<file path="src/rtl/fir_pkg.sv">
// Shared constants and FSM state type for the 10-tap FIR sequencing controller.
package fir_pkg;
    localparam int unsigned TAPS = 10;
    localparam int unsigned DW   = 16;
    localparam int unsigned CW   = 16;
    localparam int unsigned AW   = 4;
    localparam int unsigned OW   = DW + CW + 4;

    // Coefficient n lives at SRAM address n; address 0 is never used.
    localparam logic [AW-1:0] FIRST_ADDR = AW'(1);

    typedef enum logic [1:0] {
        ST_IDLE,
        ST_LOAD,
        ST_MAC,
        ST_OUT
    } state_e;
endpackage

</file>
<file path="src/rtl/fir_delay_line.sv">
// Sample history: tap 0 holds the newest sample, tap N-1 the oldest.
module fir_delay_line
    import fir_pkg::*;
#(
    parameter int unsigned N = TAPS,
    parameter int unsigned W = DW
) (
    input  logic                clk_i,
    input  logic                rst_i,
    input  logic                shift_i,
    input  logic                clr_i,
    input  logic [W-1:0]        din_i,
    output logic [N-1:0][W-1:0] taps_o
);
    logic [N-1:0][W-1:0] line_q;

    always_ff @(posedge clk_i or posedge rst_i) begin
        if (rst_i) begin
            line_q <= '0;
        end else if (clr_i) begin
            line_q <= '0;
        end else if (shift_i) begin
            line_q <= {line_q[N-2:0], din_i};
        end
    end

    assign taps_o = line_q;
endmodule

</file>
<file path="src/rtl/fir_mac_ctrl.sv">
// FIR sequencer: loads coefficients into the SRAM, then per sample reads them
// back and multiply-accumulates against the delay line.
module fir_mac_ctrl
    import fir_pkg::*;
(
    input  logic                 iClk_12M,
    input  logic                 iRst,
    input  logic                 iCoefUpdate,
    input  logic                 iCoefWrVld,
    input  logic signed [CW-1:0] iCoefWrDt,
    output logic                 oCoefWrRdy,
    input  logic                 iSmplVld,
    input  logic signed [DW-1:0] iSmpl,
    output logic                 oSmplRdy,
    output logic                 oFirVld,
    output logic signed [OW-1:0] oFirOut,
    output logic                 oCsnRam,
    output logic                 oWrnRam,
    output logic [AW-1:0]        oAddrRam,
    output logic [CW-1:0]        oWrDtRam,
    input  logic signed [CW-1:0] iRdDtRam
);
    state_e                   state_q;
    logic [AW-1:0]            cnt_q;
    logic signed [OW-1:0]     acc_q;
    logic signed [OW-1:0]     acc_d;
    logic signed [OW-1:0]     fir_out_q;
    logic                     fir_vld_q;

    logic [TAPS-1:0][DW-1:0]  taps;
    logic signed [DW-1:0]     x_sel;
    logic signed [DW+CW-1:0]  prod;
    logic                     smpl_acc;
    logic                     load_wr;
    logic                     load_done;

    always_comb begin
        smpl_acc  = (state_q == ST_IDLE) && iSmplVld && !iCoefUpdate;
        load_wr   = (state_q == ST_LOAD) && iCoefWrVld;
        load_done = load_wr && (cnt_q == AW'(TAPS));
    end

    fir_delay_line #(
        .N(TAPS),
        .W(DW)
    ) u_delay_line (
        .clk_i  (iClk_12M),
        .rst_i  (iRst),
        .shift_i(smpl_acc),
        .clr_i  (load_done),
        .din_i  (iSmpl),
        .taps_o (taps)
    );

    // Read data lags the address by one cycle, so the coefficient arriving
    // now belongs to address cnt-1 and pairs with tap cnt-2.
    always_comb begin
        x_sel = '0;
        if (state_q == ST_OUT) begin
            x_sel = taps[TAPS-1];
        end else if (state_q == ST_MAC && cnt_q >= AW'(2)) begin
            x_sel = taps[cnt_q - AW'(2)];
        end
        prod  = (DW+CW)'(iRdDtRam) * (DW+CW)'(x_sel);
        acc_d = acc_q + OW'(prod);
    end

    always_comb begin
        oCsnRam  = 1'b1;
        oWrnRam  = 1'b1;
        oAddrRam = '0;
        oWrDtRam = '0;
        if (load_wr) begin
            oCsnRam  = 1'b0;
            oWrnRam  = 1'b0;
            oAddrRam = cnt_q;
            oWrDtRam = iCoefWrDt;
        end else if (state_q == ST_MAC && cnt_q <= AW'(TAPS)) begin
            oCsnRam  = 1'b0;
            oAddrRam = cnt_q;
        end
    end

    always_ff @(posedge iClk_12M or posedge iRst) begin
        if (iRst) begin
            state_q   <= ST_IDLE;
            cnt_q     <= '0;
            acc_q     <= '0;
            fir_out_q <= '0;
            fir_vld_q <= 1'b0;
        end else begin
            fir_vld_q <= 1'b0;
            unique case (state_q)
                ST_IDLE: begin
                    if (iCoefUpdate) begin
                        state_q <= ST_LOAD;
                        cnt_q   <= FIRST_ADDR;
                    end else if (iSmplVld) begin
                        state_q <= ST_MAC;
                        cnt_q   <= FIRST_ADDR;
                    end
                end
                ST_LOAD: begin
                    if (iCoefWrVld) begin
                        cnt_q <= cnt_q + AW'(1);
                        if (cnt_q == AW'(TAPS)) begin
                            state_q <= ST_IDLE;
                        end
                    end
                end
                ST_MAC: begin
                    acc_q <= (cnt_q == FIRST_ADDR) ? '0 : acc_d;
                    cnt_q <= cnt_q + AW'(1);
                    if (cnt_q == AW'(TAPS)) begin
                        state_q <= ST_OUT;
                    end
                end
                ST_OUT: begin
                    fir_out_q <= acc_d;
                    fir_vld_q <= 1'b1;
                    state_q   <= ST_IDLE;
                end
                default: state_q <= ST_IDLE;
            endcase
        end
    end

    assign oCoefWrRdy = (state_q == ST_LOAD);
    assign oSmplRdy   = (state_q == ST_IDLE);
    assign oFirVld    = fir_vld_q;
    assign oFirOut    = fir_out_q;
endmodule

</file>
<file path="config.mk">
export PLATFORM = sky130hd
export DESIGN_NAME = fir_mac_ctrl
export DESIGN_NICKNAME = d
export VERILOG_FILES = /design/src/rtl/fir_pkg.sv /design/src/rtl/fir_delay_line.sv /design/src/rtl/fir_mac_ctrl.sv
export SDC_FILE = /design/constraint.sdc
export NUM_CORES = 1
export LEC_CHECK = 0
export ABC_AREA = 1
export CAP_MARGIN = 20
export CORE_ASPECT_RATIO = 0.8
export CORE_MARGIN = 1.5
export CORE_UTILIZATION = 52
export CTS_CLUSTER_SIZE = 40
export DETAILED_ROUTE_END_ITERATION = 10
export PLACE_DENSITY = 0.7
export SLEW_MARGIN = 25
export SYNTH_ARGS = -nofsm -noshare
export SYNTH_HDL_FRONTEND = slang
export SYNTH_SLANG_ARGS = --single-unit
</file>
<file path="constraint.sdc">
create_clock -name iClk_12M -period 7.2 [get_ports iClk_12M]
set_input_delay 0.72 -clock iClk_12M [delete_from_list [all_inputs] [get_ports iClk_12M]]
set_output_delay 0.72 -clock iClk_12M [all_outputs]
set_load 0.01 [all_outputs]
</file>
==> flow_summary_export.csv, run 1 <==
group,metric,value,unit
synth,mappedNetlistArea,0.0235,mm²
synth,synth-edff-count,0,
synth,synth_ff_type,"dfrtp_1",
grt,antenna_found_initial,1,
route,antenna_violating_nets_left,0,
clock_network,htree_levels,1,
finish,fillers,3989,
floorplan,die_ht,193,µm
timing,maxSlewHeadroom,33.1,%
placement,dp_hpwl,49100,µm
worst_setup_path,critical-path-slowest-cell,"fa_1",
synth,synth-async-reset-ratio,100,%
worst_setup_path,worst-path-max-fanout,11,
synth,synth_area_per_cell,8.06,µm²
finish,final_net_count,3486,
finish,multi_input_area,0.0151,mm²
timing,hold_slack,0.481,ns
floorplan,design.core.area,0.0445,mm²
route,vias,19624,
clock_network,clock_root_buffer,"clkbuf_16",
worst_setup_path,critPathArrivalTime,7.47,ns
clock_network,worst_setup_hold_path_clk_slew,0.07,ns
synth,synth_top_area_share,26.9,%
worst_setup_path,r2r_setup_slack,0.21,ns
route,dr.first_iter.drc_count,1749,
timing,clock_skew,0.0553,ns
worst_hold_path,worst_hold_path_stage_count,2,
synth,yosysMostFrequentCell,"inv_1",
worst_hold_path,timing.hold.worst.class,"register to register",
floorplan,num_rows,69,
timing,final_hold_viol_count,0,
timing,slew_violations,0,
timing,fmax,143,MHz
route,dr.pass1.iters,6,
worst_setup_path,worstSetupPathType,"register to register",
route,detail_route.wirelength,65200,µm
timing,clock_period_minus_worst_slack,6.99,ns
synth,syn_inst,2911,
worst_setup_path,worst-endpoint-required,7.68,ns
floorplan,io-pin-count,114,
timing,setup-violations-final,0,
clock_network,cts.sink_count,239,
synth,synthTopCellsByArea,"fa_1 27%, dfrtp_1 25%, inv_1 8.4%",
floorplan,initial_utilization,52.8,%
clock_network,cts_tree,"built",
finish,post_route_cells_drive_above_1_share,9.01,%
timing,post-route-period-util,97.1,%
floorplan,die_area,0.0464,mm²
finish,area_growth_syn_to_layout,14.0,%
grt,grt_usage,29.0,%
route,via_per_inst,5.42,
clock_network,cts_buffers,26,
grt,grt_start_max_net_pins,215,
worst_setup_path,cp-end-kind,"register",
grt,grt_pass1_wl,106000,µm
clock_network,cts_hold_buf,0,
grt,grt_pass1_vias,19523,
worst_setup_path,crit_path_max_incr_delay,0.59,ns
run,maxCapViolCount,0,
placement,buffer_ports.inserted,113,
synth,synth_top_cells_by_count,"524 x inv_1, 423 x nand2_1, 363 x nor2_1",
worst_setup_path,worst_setup_path_start_kind,"register",
synth,mapped_nets,3394,
timing,grt_setup_unrepaired,"true",
clock_network,cts.path.max_buffers,3,
worst_setup_path,r2r.worst_path.cells,32,
timing,actual_slew_at_the_worst_max_slew_pin,1.00,ns
synth,synth_seq_cells,239,
grt,globalRouteOverflowTotal,0,
clock_network,insertion_delay,0.59,ns
run_status,run_status,"finished, final reports clean",
synth,yosysSeqAreaShare,25.5,%
synth,post-synth-top-area-cell,"fa_1",
route,drc,0,
route,wl_per_cell,18.0,µm
floorplan,die_width,240,µm
synth,warnings_from_yosys,0,
synth,unique_masters_post_synth,39,
placement,gp_routability_congestion,0.966,
finish,regArea,0.00598,mm²
stage by stage:
step / instance area [µm²] / std cells / worst slack [ns] / util (%) / TNS, ns
after global placement: 25300 / 3564 / -0.0497 / 57.0 / -0.117
after detailed placement: 25300 / 3564 / -0.0612 / 57.0 / -0.216
final: 26700 / 3624 / 0.206 / 60.2 / 0
after CTS: 26200 / 3610 / 0.0212 / 58.9 / 0
after global routing: 26700 / 3622 / -0.0600 / 60.1 / -0.303
after floorplan: 23500 / 2911 / 0.416 / - / 0
worst paths after layout:
path                                          from                                   end
setup / recovery              cnt_q[1]$_DFFE_PP0P_               oFirOut[27]$_DFFE_PP0P_
hold / removal             oFirOut[31]$_DFFE_PP0P_               oFirOut[31]$_DFFE_PP0P_
setup reg to reg              cnt_q[1]$_DFFE_PP0P_               oFirOut[27]$_DFFE_PP0P_
hold reg to reg            oFirOut[31]$_DFFE_PP0P_               oFirOut[31]$_DFFE_PP0P_
max in group asynchronous                     iRst                 acc_q[30]$_DFFE_PP0N_
min in group asynchronous                     iRst  u_delay_line.taps_o[109]$_DFFE_PP0P_
critical path: cells and delay by family, from the launching register on:
family          cells  cell delay [ns]
buf+inv            10             1.00
flops               1             0.44
fa+ha+maj           8             3.65
compound gates      2             0.22
simple gates       12             1.55
metal layers:
metal / vias to the layer above / part of all wire, % / GRT usage, %
met5: - / 0 / 0
met4: 0 / 1.3 / 4.18
met3: 73 / 10 / 7.28
met2: 760 / 41 / 40.9
met1: 9630 / 47 / 45.6
li1: 9161 / - / -
cell usage in the layout, fill, tap and decap left out, types with 28 or more instances in the layout:
cell type / n
inv_1: 514
nand2_1: 413
nor2_1: 348
fa_1: 305
o21ai_0: 270
dfrtp_1: 237
a21oi_1: 137
nand3_1: 124
clkdlybuf4s50_1: 113
nor3_1: 110
ha_1: 96
buf_4: 71
clkbuf_16: 28
timing repair:
item | in CTS | in global routing
gates resized for setup | 6 | 121
cloned | 1 | 4
setup endpoints to repair | 15 | 44
pin swaps | 0 | 9
buffers inserted | 1 | 8
state kept, by name, summed over array words and instances, names as in the netlist:
signal               flops
cnt_q                    4
state_q                  2
oFirVld                  1
oFirOut                 36
u_delay_line.taps_o    160
acc_q                   36
kinds of logic (layout without fill, tap and decap cells):
family,count (synthesis),count (layout),synth area share (%)
xor+xnor,12,12,0.480
compound gates,462,463,10.1
fa+ha+maj,430,430,33.0
flops,239,239,25.5
other cells,0,2,0
simple gates,1074,1074,19.0
buf+inv,694,801,11.9
area by class of cell:
cell class / count / area share (%)
diodes: 2 / 0.0187
repair buffers: 201 / 7.28
repair inverters: 2 / 0.0561
clock inverters: 7 / 0.327
flip-flops and latches: 239 / 22.4
multi-input cells: 1979 / 56.4
clock buffers: 37 / 2.81
inverters: 554 / 7.92
well taps: 603 / 2.82
Power of run 1 is not shown: default switching activity piles up to over one toggle a cycle in this logic, so the estimate is an artifact.
==> run 2: changes to the inputs <==
--- a/config.mk
+++ b/config.mk
@@ -9,10 +9,12 @@
 export CAP_MARGIN = 20
 export CORE_ASPECT_RATIO = 0.8
 export CORE_MARGIN = 1.5
-export CORE_UTILIZATION = 52
+export CORE_UTILIZATION = 57
 export CTS_CLUSTER_SIZE = 40
 export DETAILED_ROUTE_END_ITERATION = 10
-export PLACE_DENSITY = 0.7
+export GPL_ROUTABILITY_DRIVEN = 0
+export PLACE_DENSITY = 0.76
+export SKIP_LAST_GASP = 1
 export SLEW_MARGIN = 25
 export SYNTH_ARGS = -nofsm -noshare
 export SYNTH_HDL_FRONTEND = slang
==> run 2 against run 1 <==
Flip-flop and latch count is the same; cell area up 0.22%; first-iteration DRC count grew 17%; global-route usage rose by 2.2 points; utilization is 5.8 points higher; fmax down 0.51%; die area is 8.7% lower; sequential share of layout area decreased by 0.053 points; setup slack got worse by 0.036 ns.
==> flow_summary_export.csv, run 2 (synthesized netlist as in run 1, its figures left out) <==
group,metric,value,unit
run_status,run_status,"finished, final reports clean",
route,antenna_violating_nets_left,0,
timing,fmax,142,MHz
timing,maxSlewHeadroom,39.0,%
floorplan,io-pin-count,114,
clock_network,worst_setup_hold_path_clk_slew,0.06,ns
floorplan,num_rows,66,
timing,hold_slack,0.487,ns
route,vias,20294,
timing,clock_skew,0.0171,ns
worst_hold_path,worst_hold_path_stage_count,2,
floorplan,die_ht,184,µm
grt,antenna_found_initial,1,
finish,post_route_cells_drive_above_1_share,9.40,%
finish,final_net_count,3498,
route,dr.pass1.iters,7,
floorplan,design.core.area,0.0406,mm²
finish,layout_common_cells,"513 x inv_1, 410 x nand2_1, 346 x nor2_1",
grt,grt_pass1_vias,20128,
worst_setup_path,critPathArrivalTime,7.46,ns
clock_network,cts_tree,"built",
floorplan,die_width,230,µm
route,detail_route.wirelength,65500,µm
run,maxCapViolCount,0,
clock_network,clock_root_buffer,"clkbuf_16",
clock_network,cts.path.max_buffers,3,
timing,post-route-period-util,97.6,%
route,via_per_inst,5.67,
route,dr.first_iter.drc_count,2051,
timing,actual_slew_at_the_worst_max_slew_pin,0.915,ns
finish,antenna_cells_inserted,0,
grt,grt_start_max_net_pins,175,
clock_network,cts_buffers,26,
timing,slew_violations,0,
finish,flip_flop_count_of_the_largest_register_after_layout,160,
clock_network,cts.sink_count,239,
worst_setup_path,r2r.worst_path.cells,32,
clock_network,htree_levels,1,
grt,grt_pass1_wl,105000,µm
clock_network,cts_hold_buf,0,
timing,setup-violations-final,0,
worst_hold_path,timing.hold.worst.class,"register to register",
timing,final_hold_viol_count,0,
clock_network,insertion_delay,0.56,ns
worst_setup_path,worst_setup_path_start_kind,"register",
placement,dp_hpwl,48300,µm
floorplan,initial_utilization,57.7,%
worst_setup_path,worst-endpoint-required,7.63,ns
worst_setup_path,crit_path_max_incr_delay,0.63,ns
worst_setup_path,critical-path-slowest-cell,"fa_2",
worst_setup_path,worstSetupPathType,"register to register",
route,wl_per_cell,18.3,µm
timing,clock_period_minus_worst_slack,7.03,ns
route,drc,0,
grt,globalRouteOverflowTotal,0,
placement,buffer_ports.inserted,113,
timing,grt_setup_unrepaired,"true",
finish,area_growth_syn_to_layout,14.2,%
floorplan,die_area,0.0424,mm²
worst_setup_path,worst-path-max-fanout,7,
worst_setup_path,critical-path-top-cell-by-count,"nand2_1",
finish,layout_commonest_cell,"inv_1",
worst_setup_path,cp-end-kind,"register",
grt,grt_usage,31.2,%
-- run 2: worst max-delay path, delay by kind of cell (launching register included) --
family	cells	cell delay (ns)
buf+inv	8	0.81
flops	1	0.41
fa+ha+maj	8	3.76
compound gates	3	0.46
simple gates	13	1.46
-- run 2: per-layer routing --
metal / track usage (%) / up-vias / routed length, µm
li1: - / 9199 / -
met1: 45.3 / 9875 / 27700
met2: 45.1 / 1095 / 28300
met3: 10.5 / 121 / 8080
met4: 7.16 / 4 / 1310
met5: 1.16 / - / 77
-- run 2: area by class of cell --
| class | count | area, µm² |
|---|---|---|
| Clock buffer | 34 | 722 |
| Clock inverter | 12 | 170 |
| Fill cell | 3300 | 13800 |
| Inverter | 554 | 2110 |
| Multi-Input combinational cell | 1980 | 15100 |
| Sequential cell | 239 | 5980 |
| Tap cell | 544 | 681 |
| Timing Repair Buffer | 213 | 2000 |
| Timing Repair inverter | 1 | 6.26 |
-- run 2: what timing repair did --
item | CTS | global route
resized for setup | 7 | 122
pin swaps | 0 | 22
endpoints found under the setup margin | 14 | 44
setup buffers | 0 | 23
gates cloned | 0 | 3
-- run 2: metrics by stage --
stage	setup slack [ns]	util (%)	instances	cell area, µm²	TNS, ns
finish	0.170	66.0	3577	26800	0
global route	-0.105	66.0	3577	26800	-0.711
CTS	0.0140	64.3	3550	26100	0
detailed placement	-0.0879	62.1	3504	25200	-0.300
global placement	0.0791	62.1	3504	25200	0
floorplan	0.416	-	2911	23500	0
-- run 2: path summary, 6_finish.rpt --
check                                        start  slack, ns                                   to
min in group asynchronous                     iRst       0.81  u_delay_line.taps_o[29]$_DFFE_PP0P_
max in group asynchronous                     iRst       4.89              oFirOut[20]$_DFFE_PP0P_
hold / removal             oFirOut[35]$_DFFE_PP0P_       0.49              oFirOut[35]$_DFFE_PP0P_
setup reg to reg              cnt_q[1]$_DFFE_PP0P_       0.17                acc_q[35]$_DFFE_PP0N_
setup / recovery              cnt_q[1]$_DFFE_PP0P_       0.17                acc_q[35]$_DFFE_PP0N_
hold reg to reg            oFirOut[35]$_DFFE_PP0P_       0.49              oFirOut[35]$_DFFE_PP0P_
Power of run 2 is left out for the same reason.
